$ cat src/rtl/fpu_pkg.sv
// Shared single-precision FPU definitions: field widths, canonical constants,
// operand decode and the divider state encoding.
package fpu_pkg;

  localparam int EXP_W    = 8;
  localparam int FRAC_W   = 23;
  localparam int EXP_BIAS = 127;

  localparam logic [31:0] QNAN    = 32'h7FC0_0000;
  localparam logic [31:0] POS_INF = 32'h7F80_0000;

  typedef struct packed {
    logic              sign;
    logic [EXP_W-1:0]  exp;
    logic [FRAC_W-1:0] frac;
  } fp32_t;

  // Working exponent: wide and signed so e1 - e2 + bias never wraps.
  typedef logic signed [9:0] exp_calc_t;

  typedef enum logic [1:0] {IDLE, DIV, NORM, DONE} state_e;

  typedef enum logic [1:0] {CLS_ZERO, CLS_NORM, CLS_INF, CLS_NAN} fp_class_e;

  function automatic fp_class_e classify(input fp32_t x);
    if (x.exp == '0)       return CLS_ZERO;
    else if (x.exp == '1)  return (x.frac == '0) ? CLS_INF : CLS_NAN;
    else                   return CLS_NORM;
  endfunction

endpackage

$ cat src/rtl/fdiv_round.sv
// Normalizes the raw quotient, applies round-to-nearest-even and clamps the
// exponent to +-inf on overflow and +-0 on underflow (no denormal output).
module fdiv_round
  import fpu_pkg::*;
(
  input  logic        sign,
  input  exp_calc_t   exp_in,
  input  logic [25:0] quo,
  input  logic        rem_nz,
  output logic [31:0] result
);

  logic [23:0]       mant;
  logic              guard;
  logic              sticky;
  logic              inc;
  logic [24:0]       mant_rnd;
  logic [FRAC_W-1:0] frac;
  exp_calc_t         exp_n;
  exp_calc_t         exp_f;

  always_comb begin
    // Quotient lies in (0.5, 2): either the integer bit is set or the next one is.
    if (quo[25]) begin
      mant   = quo[25:2];
      guard  = quo[1];
      sticky = quo[0] | rem_nz;
      exp_n  = exp_in;
    end else begin
      mant   = quo[24:1];
      guard  = quo[0];
      sticky = rem_nz;
      exp_n  = exp_in - 10'sd1;
    end

    inc      = guard & (sticky | mant[0]);
    mant_rnd = {1'b0, mant} + 25'(inc);

    if (mant_rnd[24]) begin
      exp_f = exp_n + 10'sd1;
      frac  = mant_rnd[23:1];
    end else begin
      exp_f = exp_n;
      frac  = mant_rnd[22:0];
    end

    if (exp_f >= 10'sd255)     result = {sign, POS_INF[30:0]};
    else if (exp_f <= 10'sd0)  result = {sign, 31'h0};
    else                       result = {sign, exp_f[7:0], frac};
  end

endmodule

$ cat src/rtl/fdiv_iter.sv
// Iterative single-precision divider: radix-2 restoring mantissa division,
// one quotient bit per cycle, valid/ready handshake on both sides.
module fdiv_iter
  import fpu_pkg::*;
#(
  parameter int QBITS = 26
) (
  input  logic        clk,
  input  logic        reset,
  input  logic [31:0] op1,
  input  logic [31:0] op2,
  input  logic        in_valid,
  output logic        in_ready,
  output logic [31:0] result,
  output logic        out_valid,
  input  logic        out_ready
);

  localparam int CNT_W = $clog2(QBITS);

  state_e           state_q,     state_d;
  logic             sign_q,      sign_d;
  exp_calc_t        exp_q,       exp_d;
  logic [24:0]      div_q,       div_d;
  logic [24:0]      rem_q,       rem_d;
  logic [QBITS-1:0] quo_q,       quo_d;
  logic [CNT_W-1:0] cnt_q,       cnt_d;
  logic [31:0]      result_q,    result_d;
  logic             out_valid_q, out_valid_d;
  logic             in_ready_q,  in_ready_d;

  fp32_t       fp1, fp2;
  fp_class_e   cls1, cls2;
  logic        sign_x;
  logic [25:0] two_r;
  logic [31:0] round_res;

  assign fp1    = fp32_t'(op1);
  assign fp2    = fp32_t'(op2);
  assign cls1   = classify(fp1);
  assign cls2   = classify(fp2);
  assign sign_x = fp1.sign ^ fp2.sign;
  assign two_r  = {rem_q, 1'b0};

  fdiv_round u_round (
    .sign   (sign_q),
    .exp_in (exp_q),
    .quo    (quo_q),
    .rem_nz (|rem_q),
    .result (round_res)
  );

  always_comb begin
    // NOTE: every signal gets a hold default first so no path leaves it
    // unassigned; otherwise synthesis infers a latch.
    state_d     = state_q;
    sign_d      = sign_q;
    exp_d       = exp_q;
    div_d       = div_q;
    rem_d       = rem_q;
    quo_d       = quo_q;
    cnt_d       = cnt_q;
    result_d    = result_q;
    out_valid_d = out_valid_q;
    in_ready_d  = in_ready_q;

    unique case (state_q)
      IDLE: begin
        if (in_valid) begin
          sign_d     = sign_x;
          in_ready_d = 1'b0;
          if (cls1 == CLS_NAN || cls2 == CLS_NAN ||
              (cls1 == CLS_ZERO && cls2 == CLS_ZERO) ||
              (cls1 == CLS_INF  && cls2 == CLS_INF)) begin
            result_d    = QNAN;
            out_valid_d = 1'b1;
            state_d     = DONE;
          end else if (cls1 == CLS_INF || cls2 == CLS_ZERO) begin
            result_d    = {sign_x, POS_INF[30:0]};
            out_valid_d = 1'b1;
            state_d     = DONE;
          end else if (cls1 == CLS_ZERO || cls2 == CLS_INF) begin
            result_d    = {sign_x, 31'h0};
            out_valid_d = 1'b1;
            state_d     = DONE;
          end else begin
            exp_d = {2'b00, fp1.exp} - {2'b00, fp2.exp} + 10'(EXP_BIAS);
            // Divisor is pre-doubled so the first 2r >= d test yields the integer bit.
            rem_d   = {1'b0, 1'b1, fp1.frac};
            div_d   = {1'b1, fp2.frac, 1'b0};
            quo_d   = '0;
            cnt_d   = '0;
            state_d = DIV;
          end
        end
      end

      DIV: begin
        if (two_r >= {1'b0, div_q}) begin
          rem_d = 25'(two_r - {1'b0, div_q});
          quo_d = {quo_q[QBITS-2:0], 1'b1};
        end else begin
          rem_d = two_r[24:0];
          quo_d = {quo_q[QBITS-2:0], 1'b0};
        end
        cnt_d = cnt_q + 1'b1;
        if (cnt_q == CNT_W'(QBITS - 1)) state_d = NORM;
      end

      NORM: begin
        result_d    = round_res;
        out_valid_d = 1'b1;
        state_d     = DONE;
      end

      DONE: begin
        if (out_ready) begin
          out_valid_d = 1'b0;
          in_ready_d  = 1'b1;
          state_d     = IDLE;
        end
      end

      default: state_d = IDLE;
    endcase
  end

  always_ff @(posedge clk or negedge reset) begin
    if (!reset) begin
      state_q     <= IDLE;
      sign_q      <= 1'b0;
      exp_q       <= '0;
      div_q       <= '0;
      rem_q       <= '0;
      quo_q       <= '0;
      cnt_q       <= '0;
      result_q    <= '0;
      out_valid_q <= 1'b0;
      in_ready_q  <= 1'b1;
    end else begin
      // NOTE: non-blocking assignments so every flop samples pre-edge values;
      // blocking here would create order-dependent simulation races.
      state_q     <= state_d;
      sign_q      <= sign_d;
      exp_q       <= exp_d;
      div_q       <= div_d;
      rem_q       <= rem_d;
      quo_q       <= quo_d;
      cnt_q       <= cnt_d;
      result_q    <= result_d;
      out_valid_q <= out_valid_d;
      in_ready_q  <= in_ready_d;
    end
  end

  assign result    = result_q;
  assign out_valid = out_valid_q;
  assign in_ready  = in_ready_q;

endmodule

$ cat config.mk
export PLATFORM = sky130hd
export DESIGN_NAME = fdiv_iter
export DESIGN_NICKNAME = d
export VERILOG_FILES = /design/src/rtl/fpu_pkg.sv /design/src/rtl/fdiv_round.sv /design/src/rtl/fdiv_iter.sv
export SDC_FILE = /design/constraint.sdc
export NUM_CORES = 1
export LEC_CHECK = 0
export BUFFER_PORTS_ARGS = -buffer_cell sky130_fd_sc_hd__buf_2
export CAP_MARGIN = 40
export CORE_MARGIN = 1
export CORE_UTILIZATION = 56
export DETAILED_ROUTE_END_ITERATION = 10
export PLACE_DENSITY = 0.77
export SETUP_SLACK_MARGIN = 0.05
export SYNTH_ARGS = -nofsm -noshare
export SYNTH_HDL_FRONTEND = slang
export SYNTH_SLANG_ARGS = --single-unit
export TNS_END_PERCENT = 100
$ cat constraint.sdc
create_clock -name clk -period 7.45 [get_ports clk]
set_clock_uncertainty 0.15 [all_clocks]
set_input_delay 2.235 -clock clk [delete_from_list [all_inputs] [get_ports clk]]
set_output_delay 2.235 -clock clk [all_outputs]
set_load 0.05 [all_outputs]
==> parameters.txt <==
Parameter                              Value

Setup path
  Data arrival at the endpoint of the critical path ... 5.27 ns
  Worst Path Max Fanout ... 31
  Class of the most critical setup path ... register to register
  Data required time of the critical path ... 7.63 ns
  Launch point of the worst path ... quo_q[25]
  Worst reg2reg path startpoint ... quo_q[25]
  Worst Reg2Reg Path Length in Cells ... 12
  Master of the slowest instance on the critical path ... a2111oi_4
  Crit. End Element ... register
  Most Frequent Cell on Critical Path ... nand2b_1
  Stage delay of the slowest cell on the critical path ... 0.73 ns
  CP Cell Sequence ... nand2b_1 -> a21boi_0 -> ha_1 -> nand2_1 -> a2111oi_4 -> nand4_4 -> or4_1 -> a31oi_1 -> xnor2_1 -> nand4_1 -> nand2b_1 -> o31ai_2
  Sort of element at the start of the critical path ... register

STA
  Total Neg Setup Slack ... 0 ns
  Worst slew margin relative to its limit ... 36.9%
  Number of max-slew violations in the final report ... 0
  Final worst path period need ... 5.09 ns
  Setup repair after global routing missed its margin ... false
  Fin Hold WS ... 0.309 ns
  Number of hold-slack violations in the final timing report ... 0
  Count of final setup violators ... 0
  Transition time at the pin with the least slew margin ... 0.944 ns
  Share of the clock period used by the worst path ... 68.3%
  Maximum clock rate ... 196 MHz

Drt
  Wire length reported by the detailed router ... 23000 um
  DRC Markers ... 0
  TritonRoute pass-1 iters ... 6
  Detail-routed via count per cell ... 5.94
  Initial DRC Count ... 709
  Routed WL per cell ... 16.5 um
  Routed Antenna Nets ... 0
  Via Count ... 8254

Floorplan
  Die Height ... 129 um
  Starting Density ... 57.2%
  Num rows ... 46
  Placeable core area ... 0.0159 sq mm
  Die Wd ... 129 um
  Area of the die ... 0.0167 sq mm
  I/O pins ... 102

Synthesis
  Number of enable flip-flop cells after synthesis ... 0
  Count of mapped cells out of synthesis ... 1087
  Most numerous cell in the Yosys netlist ... nand2_1
  Synth top area share ... 34.7%
  Largest area contributor in the synthesized netlist ... dfrtp_1
  Total nets after synthesis ... 1200
  Avg Cell Area, Syn ... 8.36 sq um
  Part of the Yosys area used for sequential elements ... 35.0%
  Commonest register cell after synthesis ... dfrtp_1
  Number of distinct library cells after synthesis ... 74
  Commonest cells post-synth ... 163 x nand2_1, 126 x dfrtp_1, 87 x o21ai_0
  Fraction of synthesis flops using an asynchronous set or reset pin ... 100%
  Cell area after technology mapping ... 0.00908 sq mm
  Number of synthesized register bits ... 127
  Top cells by area, synth ... dfrtp_1 35%, nand2_1 6.7%, ha_1 5.9%
  Warnings from Yosys ... 0

Global routing
  Via count of the first global-routing pass ... 7895
  Largest net degree at the start of global routing ... 55
  Global-route total usage across every layer ... 28.9%
  Sum of overflow across all layers after global routing ... 0
  Antenna violations before repair ... 0
  Global-route wire length before repair ... 38100 um

Place
  RD Place Congestion ... 0.909
  Area after DPL ... 0.00975 sq mm
  Placed wire-length estimate after detailed placement ... 17000 um
  Port-buffer cells ... 101

Clock tree
  Resize count post-CTS ... 0
  Clock latency on the worst-skew pair ... 0.43 ns
  Maximum number of buffers from clock root to sink ... 2
  Hold buffer count at CTS ... 0
  Clock tree sinks ... 127
  Number of H-tree branching levels ... 4
  Post-CTS setup buffer count ... 0
  Clock slew seen by the registers of the worst setup and hold paths ... 0.06 ns
  Root cell of the clock tree ... clkbuf_16
  CTS buffer count ... 17
  CTS tree ... done

Cells and area
  Post-layout nets ... 1273
  Area of all placed cells without fillers ... 0.0103 sq mm
  Area growth syn-to-layout ... 13.9%
  Antenna diode instance count ... 0
  Share of layout cells above drive strength 1 ... 15.1%

Hold path
  Worst hold path type ... register to register
  Count of cells along the worst hold path ... 2
  Min-Delay Startpoint ... div_q[24]

Power and ir drop
  Peak VDD IR ... 0.000299 V
  Power density over the cells ... 411 mW/mm^2
  Leak Pwr ... 4.64 nW

Run
  Maximum capacitance violations ... 0

Run status
  Run status ... finished clean
flip-flops by register name, summed over array words and instances (netlist names):
register / count
result: 32
quo_q: 26
out_valid: 1
sign_q: 1
state_q: 2
exp_q: 10
div_q: 24
cnt_q: 5
rem_q: 25
in_ready: 1
critical path, delay by kind of cell (launching register included):
family,cells,cell delay [ns]
fa+ha+maj,1,0.22
xor+xnor,1,0.25
compound gates,4,1.44
flops,1,0.61
simple gates,6,2.33
layout make-up:
class,instances,area [sq um]
Tap cell,216,270
Clock buffer,17,425
Inverter,56,210
Timing Repair Buffer,113,618
Sequential cell,127,3180
Fill cell,1399,5540
Clock inverter,15,170
Multi-Input combinational cell,845,5470
where the power goes:
| group | total [W] | internal, W | switching [W] |
|---|---|---|---|
| logic | 0.00236 | 0.000905 | 0.00145 |
| clock network | 0.000839 | 0.000523 | 0.000316 |
| registers | 0.00106 | 0.000888 | 0.000173 |
logic make-up (layout without fill, tap and decap cells):
family                   Yosys count  count (layout)  synth area share, %
AO/OA/AOI/OAI                    269             269                 19.2
adder cells (fa/ha/maj)           45              45                 6.36
XOR/XNOR                          79              79                 7.62
buffers and inverters            115             201                 5.00
multiplexers                      37              37                 4.19
flip-flops                       127             127                 35.0
AND/OR/NAND/NOR                  415             415                 22.6
layout by cell type, fill, tap and decap left out, drive strengths merged, types with 17 or more instances in the layout:
cell	n
nor2	60
xor2	36
a21oi	46
inv	57
clkbuf	17
nor3	19
o21ai	111
ha	43
mux2i	29
xnor2	43
nand3	49
dfrtp	126
nand4	20
nand2	164
buf	113
nor4	32
routing by layer:
| metal | share of wire [%] | GRT usage [%] | vias to the layer above |
|---|---|---|---|
| met5 | 0 | 0 | - |
| met4 | 2.2 | 9.55 | 0 |
| met3 | 5.3 | 5.37 | 44 |
| met2 | 48 | 48.9 | 264 |
| met1 | 45 | 37.3 | 3893 |
| li1 | - | - | 4053 |
stage by stage:
step	setup WS, ns	power, W	utilization (%)	std cells
after floorplan	2.34	0.00285	-	1087
after global placement	2.28	0.00333	61.2	1356
after detailed placement	2.20	0.00338	61.4	1357
after CTS	2.40	0.00424	65.1	1389
after global routing	1.95	0.00458	65.1	1389
final	2.36	0.00426	65.1	1389
worst paths after layout:
kind,endpoint,slack (ns)
max in group asynchronous,div_q[5],4.32
min in group asynchronous,exp_q[5],1.67
worst min register to register,div_q[24],0.31
worst min-delay path,div_q[24],0.31
worst max-delay path,result[11],2.36
worst max register to register,result[11],2.36
Power figures use the tool's default switching activity.
